===== src/rtl/uart_core.sv =====
// 8N1 UART with 16x oversampling, full duplex, shared free-running tick divisor.
// State table:
//   rx IDLE  | line idle, waiting for a falling edge
//   rx START | counting to the start-bit midpoint, rejecting glitches
//   rx DATA  | sampling 8 data bits, LSB first, one per bit time
//   rx STOP  | sampling the stop bit, then flag the byte or a framing error
//   tx IDLE  | line high, ready to accept tx_wr
//   tx WAIT  | byte latched, waiting for the next tick to start the frame
//   tx SEND  | shifting out start, data and stop bits, 16 ticks each
module uart_core #(
  parameter int freq_hz = 50000000,
  parameter int baud    = 115200
) (
  input  logic       clk,
  input  logic       reset,
  input  logic       uart_rxd,
  output logic       uart_txd,
  output logic [7:0] rx_data,
  output logic       rx_avail,
  output logic       rx_error,
  input  logic       rx_ack,
  input  logic [7:0] tx_data,
  input  logic       tx_wr,
  output logic       tx_busy
);

  localparam int DIV_RAW = freq_hz / (16 * baud);
  localparam int DIV     = (DIV_RAW < 1) ? 1 : DIV_RAW;
  localparam int DW      = (DIV > 1) ? $clog2(DIV) : 1;

  typedef enum logic [1:0] {RX_IDLE, RX_START, RX_DATA, RX_STOP} rx_state_t;
  typedef enum logic [1:0] {TX_IDLE, TX_WAIT, TX_SEND} tx_state_t;

  logic [DW-1:0] div_cnt;
  logic          tick;

  logic [1:0]    rxd_sync;
  logic          rxd_s;
  rx_state_t     rx_state, rx_next;
  logic [3:0]    rx_tcnt;
  logic [2:0]    rx_bcnt;
  logic [7:0]    rx_shift;
  logic          rx_bit_stb, rx_stop_stb;

  tx_state_t     tx_state, tx_next;
  logic [3:0]    tx_tcnt;
  logic [3:0]    tx_bcnt;
  logic [9:0]    tx_shift;

  assign tick  = (div_cnt == '0);
  assign rxd_s = rxd_sync[1];

  always_ff @(posedge clk) begin
    if (reset) begin
      div_cnt  <= '0;
      rxd_sync <= 2'b11;
    end else begin
      div_cnt  <= tick ? DW'(DIV - 1) : div_cnt - 1'b1;
      rxd_sync <= {rxd_sync[0], uart_rxd};
    end
  end

  // RX: the tick counter preloads 7 in IDLE so START ends at the bit midpoint
  always_comb begin
    rx_next = rx_state;
    case (rx_state)
      RX_IDLE:  if (!rxd_s) rx_next = RX_START;
      RX_START: if (tick && rx_tcnt == 4'd0) rx_next = rxd_s ? RX_IDLE : RX_DATA;
      RX_DATA:  if (tick && rx_tcnt == 4'd0 && rx_bcnt == 3'd7) rx_next = RX_STOP;
      RX_STOP:  if (tick && rx_tcnt == 4'd0) rx_next = RX_IDLE;
      default:  rx_next = RX_IDLE;
    endcase
  end

  assign rx_bit_stb  = (rx_state == RX_DATA) && tick && (rx_tcnt == 4'd0);
  assign rx_stop_stb = (rx_state == RX_STOP) && tick && (rx_tcnt == 4'd0);

  always_ff @(posedge clk) begin
    if (reset) begin
      rx_state <= RX_IDLE;
      rx_tcnt  <= 4'd7;
      rx_bcnt  <= 3'd0;
      rx_shift <= 8'h00;
      rx_data  <= 8'h00;
      rx_avail <= 1'b0;
      rx_error <= 1'b0;
    end else begin
      rx_state <= rx_next;
      if (rx_state == RX_IDLE) begin
        rx_tcnt <= 4'd7;
        rx_bcnt <= 3'd0;
      end else if (tick) begin
        rx_tcnt <= (rx_tcnt == 4'd0) ? 4'd15 : rx_tcnt - 4'd1;
      end
      if (rx_bit_stb) begin
        rx_shift <= {rxd_s, rx_shift[7:1]};
        rx_bcnt  <= rx_bcnt + 3'd1;
      end
      // completion takes priority over a coincident acknowledge
      if (rx_stop_stb && rxd_s) begin
        rx_data  <= rx_shift;
        rx_avail <= 1'b1;
      end else if (rx_ack) begin
        rx_avail <= 1'b0;
      end
      if (rx_stop_stb && !rxd_s) rx_error <= 1'b1;
      else if (rx_ack)           rx_error <= 1'b0;
    end
  end

  always_comb begin
    tx_next = tx_state;
    case (tx_state)
      TX_IDLE: if (tx_wr) tx_next = TX_WAIT;
      TX_WAIT: if (tick) tx_next = TX_SEND;
      TX_SEND: if (tick && tx_tcnt == 4'd0 && tx_bcnt == 4'd9) tx_next = TX_IDLE;
      default: tx_next = TX_IDLE;
    endcase
  end

  always_ff @(posedge clk) begin
    if (reset) begin
      tx_state <= TX_IDLE;
      tx_tcnt  <= 4'd15;
      tx_bcnt  <= 4'd0;
      tx_shift <= 10'h3FF;
    end else begin
      tx_state <= tx_next;
      if (tx_state == TX_IDLE && tx_wr) begin
        tx_shift <= {1'b1, tx_data, 1'b0};
        tx_tcnt  <= 4'd15;
        tx_bcnt  <= 4'd0;
      end else if (tx_state == TX_SEND && tick) begin
        if (tx_tcnt == 4'd0) begin
          tx_tcnt  <= 4'd15;
          tx_bcnt  <= tx_bcnt + 4'd1;
          tx_shift <= {1'b1, tx_shift[9:1]};
        end else begin
          tx_tcnt <= tx_tcnt - 4'd1;
        end
      end
    end
  end

  assign uart_txd = (tx_state == TX_SEND) ? tx_shift[0] : 1'b1;
  assign tx_busy  = (tx_state != TX_IDLE);

endmodule


===== config.mk =====
export PLATFORM = sky130hd
export DESIGN_NAME = uart_core
export DESIGN_NICKNAME = d
export VERILOG_FILES = /design/src/rtl/uart_core.sv
export SDC_FILE = /design/constraint.sdc
export NUM_CORES = 1
export LEC_CHECK = 0
export CAP_MARGIN = 20
export CORE_AREA = 3 3 69 71
export CTS_CLUSTER_DIAMETER = 50
export CTS_CLUSTER_SIZE = 25
export DETAILED_ROUTE_END_ITERATION = 6
export DIE_AREA = 0 0 72 74
export PLACE_DENSITY = 0.8
export SLEW_MARGIN = 25
export SYNTH_ARGS = -nofsm -noshare
export SYNTH_HDL_FRONTEND = slang
export SYNTH_SLANG_ARGS = --single-unit
export TNS_END_PERCENT = 100

===== constraint.sdc =====
create_clock -name clk -period 2.4 [get_ports clk]
set_input_delay 0.48 -clock clk [delete_from_list [all_inputs] [get_ports clk]]
set_output_delay 0.48 -clock clk [all_outputs]
set_load 0.01 [all_outputs]

# Word level (Yosys, flattened, before mapping)
# Cells that the tools add are included.
totals:
  out_inout_bits: 12
  input_bits: 13
  register_bits: 53
classes:
  reduce_logical: 31
  muxes: 22
  eq_ne: 14
  n_addsub: 5
ops:
  columns: ["cell", "count"]
  rows:
  - ["$mux W9", 3]
  - ["$mux W2", 8]
  - ["$ne A2 B2 Y1 const B", 7]
  - ["$logic_and A1 B1 Y1", 12]
  - ["$reduce_bool A2 Y1", 6]
  - ["$logic_not A4 Y1", 2]
  - ["$mux W4", 2]
  - ["$pmux W2 S4", 1]
  - ["$sub A4 B1 Y4 const B", 2]
  - ["$eq A2 B2 Y1 const B", 3]
  - ["$mux W3", 2]
  - ["$pmux W2 S3", 1]
  - ["$reduce_or A2 Y1", 3]
  - ["$logic_not A5 Y1", 1]
  - ["$mux W5", 1]
  - ["$sub A5 B1 Y5 const B", 1]
  - ["$add A4 B1 Y4 const B", 1]
  - ["$eq A2 B1 Y1 const B", 2]
  - ["$eq A4 B4 Y1 const B", 1]
  - ["$logic_not A2 Y1", 2]
  - ["$mux W1", 4]
  - ["$reduce_and A2 Y1", 2]
  - ["$reduce_and A4 Y1", 1]
  - ["$add A3 B1 Y3 const B", 1]
  - ["3 further kinds", 3]

# Depth between registers and ports, before layout
# Gate-level depths: netlist of run 1.
logic_depth:
  ltp_word: 5
  ltp_mapped: 8

# Least setup slack after synthesis of run 1
# No wires, ideal clock.
synth_timing:
  path_type: "register to register"
  start: "register div_cnt[0]"
  end: "register rx_data[0]"
  stages_incl_launch_ff: 9
  path_buffers: 2
  path_slack_ns: 0.594
  setup_ns: 0.128
  period_less_slack_ns: 1.806
  t_arrival_ns: 1.679
  cell_sequence: "dfxtp_1 -> inv_1 -> ha_1 -> or4b_1 -> buf_2 -> nor3_4 -> buf_6 -> mux2i_1 -> nor2_1"
synth_via:
  elab_chain_len: 4
synth_lines:
  columns: ["element", "line_no", "source"]
  rows:
  - ["from (decl)", "34", "logic [DW-1:0] div_cnt;"]
  - ["from (signal assigned)", "58", "div_cnt <= tick ? DW'(DIV - 1) : div_cnt - 1'b1;"]
  - ["$logic_not A5 Y1", "50", "assign tick = (div_cnt == '0);"]
  - ["$logic_and A1 B1 Y1 (2 in a row)", "76", "assign rx_stop_stb = (rx_state == RX_STOP) && tick && (rx_tcnt == 4'd0);"]
  - ["$logic_and A1 B1 Y1", "100", "if (rx_stop_stb && rxd_s) begin"]
  - ["to (signal assigned)", "101", "rx_data <= rx_shift;"]
  - ["to (decl)", "18", "output logic [7:0] rx_data,"]
# Every way passes these cells.
# A chain may end at the register's enable or synchronous reset.

# Final worst setup path of run 1
layout_timing:
  start: "register div_cnt[0]"
  end: "register rx_data[5]"
# Same word-level chain as after synthesis.

==> results of run 1 <==
-- stage by stage --
step / hold slack (ps) / cell area [um2] / std cells / power, mW / utilization
2_1_floorplan: 389 / 2290 / 245 / 1.35 / -
3_3_place_gp: 412 / 2600 / 315 / 1.46 / 0.606
3_5_place_dp: 409 / 2600 / 315 / 1.47 / 0.606
4_1_cts: 426 / 2720 / 323 / 2.08 / 0.632
5_1_grt: 443 / 2720 / 323 / 2.18 / 0.632
6_report: 426 / 2720 / 323 / 2.07 / 0.632
-- sequential cells by signal (all words and copies together), names as in the netlist, 2 cells and up, named ones only --
signal,count
tx_tcnt,4
rxd_sync,2
rx_data,8
tx_shift,9
div_cnt,5
tx_state,2
rx_shift,8
rx_tcnt,4
tx_bcnt,4
rx_bcnt,3
-- layout make-up --
| cell class | instances | area share |
|---|---|---|
| clock buffers | 5 | 0.0253 |
| clock inverters | 3 | 0.0161 |
| inverters | 9 | 0.0124 |
| multi-input cells | 167 | 0.411 |
| flip-flops and latches | 53 | 0.391 |
| well taps | 52 | 0.0240 |
| repair buffers | 34 | 0.121 |
-- final timing paths --
path / from / endpoint / cells after the start
hold / removal: rxd_sync[0]$_SDFF_PP1_ / rxd_sync[1]$_SDFF_PP1_ / 1
setup reg to reg: div_cnt[0]$_SDFF_PP0_ / rx_data[5]$_SDFFE_PP0P_ / 7
hold reg to reg: rxd_sync[0]$_SDFF_PP1_ / rxd_sync[1]$_SDFF_PP1_ / 1
setup / recovery: div_cnt[0]$_SDFF_PP0_ / rx_data[5]$_SDFFE_PP0P_ / 7
-- report_power, final --
part	leakage (nW)	total, mW	internal [mW]	switching (mW)
registers	0.431	1.00	0.949	0.0550
logic	0.618	0.456	0.209	0.247
clock network	0.0585	0.608	0.313	0.295
-- metal layers --
metal,vias up,share of wire
met3,7,0.033
met2,31,0.48
met1,805,0.48
met4,0,0.013
met5,-,0
li1,901,-
-- placed cells by master (no fill, tap or decap), types with 2 or more instances in the layout --
master           netlist  layout
nand4_1                3       3
nor2b_1                3       3
a221oi_1               7       7
clkdlybuf4s50_1        0      24
nand2_1               11      11
dfxtp_1               53      53
nor3_1                15      15
nor2_1                38      38
inv_1                  9       9
o41ai_1                2       2
a22o_1                 2       2
mux2i_1               18      18
o211ai_1               2       2
o21ai_1                2       2
nand3_1                7       7
or2_2                  4       4
xnor2_1                3       3
a21oi_1                9       9
a2111oi_0              2       2
buf_4                  0       9
clkbuf_8               0       5
xor2_1                 5       5
ha_1                   8       8
and2_1                 5       5
nor3b_1                3       2
-- cells by family (layout without fill, tap and decap cells) --
| logic type | after synthesis | after routing | synth area share |
|---|---|---|---|
| buf+inv | 25 | 51 | 0.0509 |
| fa+ha+maj | 8 | 8 | 0.0438 |
| mux | 19 | 19 | 0.0837 |
| flops | 53 | 53 | 0.464 |
| xor+xnor | 8 | 8 | 0.0306 |
| simple gates | 100 | 100 | 0.224 |
| compound gates | 32 | 32 | 0.103 |
==> results_tabular.tex, run 1 <==
\begin{tabular}{lr}
\hline
Metric & Value \\
\hline
\multicolumn{2}{l}{\textbf{CTS}} \\
CTS tree & yes \\
Total of hold buffers inserted after clock tree synthesis & 0 \\
Clock root buffer & clkbuf\_8 \\
Total number of H-tree levels & 2 \\
CTS buffer count & 5 \\
Skew-Pair Late Insertion Delay & 310 ps \\
Number of clock sinks & 53 \\
Quantity of gates resized following cts & 0 \\
Clk pin slew, worst setup/hold paths & 100 ps \\
Worst-case clock buffer depth & 2 \\
Number of post-CTS setup repair buffers & 0 \\
\multicolumn{2}{l}{\textbf{Worst setup path}} \\
Cell at the slowest stage of the critical path & or4b\_1 \\
Critical path type & reg2reg \\
Cell chain of the critical path & inv\_1 -> ha\_1 -> or4b\_1 -> nor3\_4 -> buf\_4 -> mux2i\_1 -> nor2\_1 \\
Critical path fanouts, max & 9 \\
Cell family with most CP delay & simple AND/OR/NAND/NOR gates \\
Worst Setup Start Kind & flop \\
CP Data Required Time & 2600 ps \\
Worst Path Buf+Inv & 2 \\
Data arrival, critical path & 2230 ps \\
Worst setup slack for register-to-register paths & 370 ps \\
Crit. End Element & flop \\
Worst path max stage delay & 590 ps \\
\multicolumn{2}{l}{\textbf{Die}} \\
Floorplan die width & 72 um \\
Top Ports & 25 \\
Vertical extent of the die & 74 um \\
Area of the die & 5330 um2 \\
Number of placement rows & 24 \\
Starting Density & 0.533 \\
Std-Cell Core Area & 4290 um2 \\
\multicolumn{2}{l}{\textbf{Synthesis}} \\
Synth unique cells & 44 \\
Ranking of synthesized cells by area & dfxtp\_1 46\%, mux2i\_1 7.9\%, nor2\_1 6.2\%, ha\_1 4.4\%, nor3\_1 3.3\% \\
Proportion of synthesized flip-flops having asynchronous set or reset & 0 \\
Ranking of synthesized cells by instance count & 53 x dfxtp\_1, 38 x nor2\_1, 18 x mux2i\_1 \\
Number of enable flip-flop cells after synthesis & 0 \\
Library cell occupying the most area in the post-synthesis netlist & dfxtp\_1 \\
Post-synth top flop & dfxtp\_1 \\
Area fraction of the dominant cell type after synthesis & 0.464 \\
Post-synthesis instance area & 2290 um2 \\
Number of synthesized register bits & 53 \\
Syn\_nets & 266 \\
Per-instance average area after synthesis & 9.34 um2 \\
Synthesis warning total & 0 \\
Number of instances in the synthesized netlist & 245 \\
Most numerous cell in the Yosys netlist & dfxtp\_1 \\
Part of the Yosys area used for sequential elements & 0.464 \\
\multicolumn{2}{l}{\textbf{Timing}} \\
Maximum operating frequency & 494 MHz \\
Tcrit/Tclk final & 0.844 \\
Pins Over Slew Limit & 0 \\
Final Setup Violations & 0 \\
Relative slew slack & 0.672 \\
Setup skew after layout & 5.68 ps \\
Setup Total Neg Slack & 0 ps \\
Setup repair after global routing missed its margin & false \\
Count of final hold-check violations & 0 \\
Worst Tran Pin Value & 491 ps \\
Minimum clock period after layout & 2030 ps \\
Final setup margin & 375 ps \\
\multicolumn{2}{l}{\textbf{Global route}} \\
Most utilized layer in the global route result & met2 \\
Global Route met3 Usage & 0.0446 \\
Met2 track utilization from global routing & 0.266 \\
Global-route wire length before repair & 6930 um \\
Vias in the first global route & 1,593 \\
Largest net degree at the start of global routing & 55 \\
Total routing usage reported by global routing & 0.167 \\
Grt ovf & 0 \\
Number of antenna violations at the first check in global routing & 0 \\
GR Util met1 & 0.212 \\
\multicolumn{2}{l}{\textbf{Detailed routing}} \\
Antenna viol nets, final & 0 \\
WL/cell & 12.5 um \\
Number of iterations in the first detailed-routing pass & 4 \\
DRC marker count from the first detailed-route iteration & 58 \\
Final wirelength & 4030 um \\
DR vias/cell & 5.40 \\
Post-route DRC & 0 \\
Via Count & 1,744 \\
\multicolumn{2}{l}{\textbf{Min path}} \\
Class of the tightest hold or removal check & reg2reg \\
\multicolumn{2}{l}{\textbf{Layout}} \\
Filler cell count & 377 \\
Total area of multi-input combinational cells & 1110 um2 \\
Net count, final & 291 \\
ANT cells & 0 \\
Layout cells sized above 1 & 0.107 \\
Register Area & 1060 um2 \\
Area Growth Syn to Fin & 18.7\% \\
\multicolumn{2}{l}{\textbf{Place}} \\
HPWL after detailed placement & 2750 um \\
Final weighted congestion in routability-driven placement & 0.798 \\
Post-placement setup slack & 404 ps \\
Number of buffers added on ports & 24 \\
\multicolumn{2}{l}{\textbf{Power and ir drop}} \\
Worst vdd ir & 0.731 mV \\
Leakage power summed over all cells & 1.11 nW \\
P per Cell Area & 762 nW/um2 \\
\multicolumn{2}{l}{\textbf{Run}} \\
Number of violations of the max-capacitance limit & 0 \\
\multicolumn{2}{l}{\textbf{Run status}} \\
Status & finished clean \\
\hline
\end{tabular}
Power figures use the tool's default switching activity.
==> inputs of run 2 (changes only) <==
--- a/config.mk
+++ b/config.mk
@@ -6,12 +6,12 @@
 export NUM_CORES = 1
 export LEC_CHECK = 0
 export CAP_MARGIN = 20
-export CORE_AREA = 3 3 69 71
+export CORE_AREA = 3 3 72 74
 export CTS_CLUSTER_DIAMETER = 50
 export CTS_CLUSTER_SIZE = 25
 export DETAILED_ROUTE_END_ITERATION = 6
-export DIE_AREA = 0 0 72 74
-export PLACE_DENSITY = 0.8
+export DIE_AREA = 0 0 75 77
+export PLACE_DENSITY = 0.77
 export SLEW_MARGIN = 25
 export SYNTH_ARGS = -nofsm -noshare
 export SYNTH_HDL_FRONTEND = slang
==> constraint.sdc (replaced) <==
create_clock -name clk -period 1.7 [get_ports clk]
set_input_delay 0.34 -clock clk [delete_from_list [all_inputs] [get_ports clk]]
set_output_delay 0.34 -clock clk [all_outputs]
set_load 0.01 [all_outputs]
==> results_tabular.tex, run 2 (synthesized netlist as in run 1, its figures left out) <==
\begin{tabular}{lr}
\hline
Metric & Value \\
\hline
\multicolumn{2}{l}{\textbf{Detailed routing}} \\
WL/cell & 13.5 um \\
DRC marker count from the first detailed-route iteration & 103 \\
Antenna viol nets, final & 0 \\
Post-route DRC & 0 \\
Final wirelength & 4740 um \\
DR vias/cell & 5.33 \\
Number of iterations in the first detailed-routing pass & 4 \\
Via Count & 1,864 \\
\multicolumn{2}{l}{\textbf{Layout}} \\
Number of standard cells in the layout, taps in and fillers out & 350 \\
Largest reg by FF count & tx\_shift \\
Register Area & 1070 um2 \\
Total area of multi-input combinational cells & 1230 um2 \\
Max reg flops & 9 \\
Area of all placed cells without fillers & 3050 um2 \\
Layout cells sized above 1 & 0.270 \\
Filler cell count & 363 \\
Registers with the most flip-flops & tx\_shift x9, rx\_data x8, rx\_shift x8 \\
Most common cell after layout, fill and taps aside & dfxtp\_1 \\
Area Growth Syn to Fin & 33.5\% \\
Net count, final & 316 \\
ANT cells & 0 \\
Core utilization of the finished layout & 0.655 \\
Highest-count cells in the layout ignoring fill and taps & 48 x dfxtp\_1, 35 x nor2\_1, 25 x buf\_4 \\
\multicolumn{2}{l}{\textbf{Global route}} \\
Largest net degree at the start of global routing & 42 \\
Vias in the first global route & 1,700 \\
Number of antenna violations at the first check in global routing & 0 \\
Total routing usage reported by global routing & 0.168 \\
Grt ovf & 0 \\
Global-route wire length before repair & 7600 um \\
\multicolumn{2}{l}{\textbf{Die}} \\
Std-Cell Core Area & 4660 um2 \\
Top Ports & 25 \\
Floorplan die width & 75 um \\
Area of the die & 5780 um2 \\
Starting Density & 0.491 \\
Number of placement rows & 25 \\
Vertical extent of the die & 77 um \\
\multicolumn{2}{l}{\textbf{Timing}} \\
Setup skew after layout & 5.18 ps \\
Post-route worst hold slack & 417 ps \\
Final setup margin & -64.9 ps \\
Worst Tran Pin Value & 344 ps \\
Tcrit/Tclk final & 1.04 \\
Final Setup Violations & 11 \\
Pins Over Slew Limit & 0 \\
Setup Total Neg Slack & -345 ps \\
Minimum clock period after layout & 1760 ps \\
Relative slew slack & 0.770 \\
Maximum operating frequency & 567 MHz \\
Count of final hold-check violations & 0 \\
Setup repair after global routing missed its margin & true \\
\multicolumn{2}{l}{\textbf{Worst setup path}} \\
CP Data Required Time & 1910 ps \\
Crit. End Element & flop \\
Critical path fanouts, max & 9 \\
Worst Setup Start Kind & flop \\
Data arrival, critical path & 1970 ps \\
Critical path type & reg2reg \\
\multicolumn{2}{l}{\textbf{Power and ir drop}} \\
Cell internal pwr & 2.22 mW \\
Fraction of power spent switching nets & 0.309 \\
Sequential Power Share & 0.447 \\
Worst vdd ir & 0.552 mV \\
Clock share of power & 0.223 \\
Total power consumption of the routed design & 3.21 mW \\
Net switching component of the power & 0.989 mW \\
Proportion of power drawn by combinational gates & 0.330 \\
Leakage power summed over all cells & 1.27 nW \\
P per Cell Area & 1050 nW/um2 \\
\multicolumn{2}{l}{\textbf{Min path}} \\
Class of the tightest hold or removal check & reg2reg \\
\multicolumn{2}{l}{\textbf{CTS}} \\
CTS buffer count & 5 \\
Number of clock sinks & 53 \\
Worst-case clock buffer depth & 2 \\
Total number of H-tree levels & 2 \\
Clock root buffer & clkbuf\_8 \\
Skew-Pair Late Insertion Delay & 310 ps \\
Clk pin slew, worst setup/hold paths & 90 ps \\
CTS tree & yes \\
Total of hold buffers inserted after clock tree synthesis & 0 \\
\multicolumn{2}{l}{\textbf{Run status}} \\
Status & finished, violations left \\
Failing checks & negative setup slack \\
\multicolumn{2}{l}{\textbf{Place}} \\
Post-placement setup slack & -178 ps \\
HPWL after detailed placement & 3190 um \\
Post-placement cell area & 2780 um2 \\
Number of buffers added on ports & 24 \\
Final weighted congestion in routability-driven placement & 0.765 \\
Placed Cells & 334 \\
\multicolumn{2}{l}{\textbf{Run}} \\
Number of violations of the max-capacitance limit & 0 \\
\hline
\end{tabular}
==> run 2: what timing repair did <==
action,in CTS,in global routing
pin swaps,4,6
gates resized for setup,13,24
endpoints found under the setup margin,16,39
setup buffers,5,3
gates cloned,0,0
==> run 2: worst paths after layout <==
kind                     startpoint                 endpoint  slack (ps)  cells past startpoint
max           div_cnt[1]$_SDFF_PP0_  rx_data[5]$_SDFFE_PP0P_         -60                      7
min          rxd_sync[0]$_SDFF_PP1_   rxd_sync[1]$_SDFF_PP1_         420                      1
max reg2reg   div_cnt[1]$_SDFF_PP0_  rx_data[5]$_SDFFE_PP0P_         -60                      7
min reg2reg  rxd_sync[0]$_SDFF_PP1_   rxd_sync[1]$_SDFF_PP1_         420                      1
==> run 2: power by group through the flow <==
stage | Combinational (mW) | Sequential [mW] | Clock, mW
2_1_floorplan | 0.538 | 1.43 | 0
5_1_grt | 1.15 | 1.45 | 0.781
4_1_cts | 0.970 | 1.42 | 0.739
3_5_place_dp | 0.850 | 1.45 | 0
6_report | 1.06 | 1.43 | 0.714
3_3_place_gp | 0.823 | 1.44 | 0
==> run 2: critical path, stage by stage, from the launching register on <==
cell and delay, ps:
dfxtp_2 330, inv_2 60, ha_4 130, or4b_4 520
nor3_4 180, buf_12 170, mux2i_1 220, nor2_1 60
==> run 2: area by class of cell <==
class,instances,area share
Clock buffer,5,0.0225
Clock inverter,3,0.00737
Inverter,9,0.0111
Multi-Input combinational cell,167,0.403
Sequential cell,53,0.349
Tap cell,54,0.0221
Timing Repair Buffer,59,0.185
==> run 2: layer usage <==
| metal | track usage | share of wire |
|---|---|---|
| met5 | 0 | 0 |
| met4 | 0.0587 | 0.017 |
| met3 | 0.0354 | 0.028 |
| met2 | 0.273 | 0.49 |
| met1 | 0.216 | 0.46 |
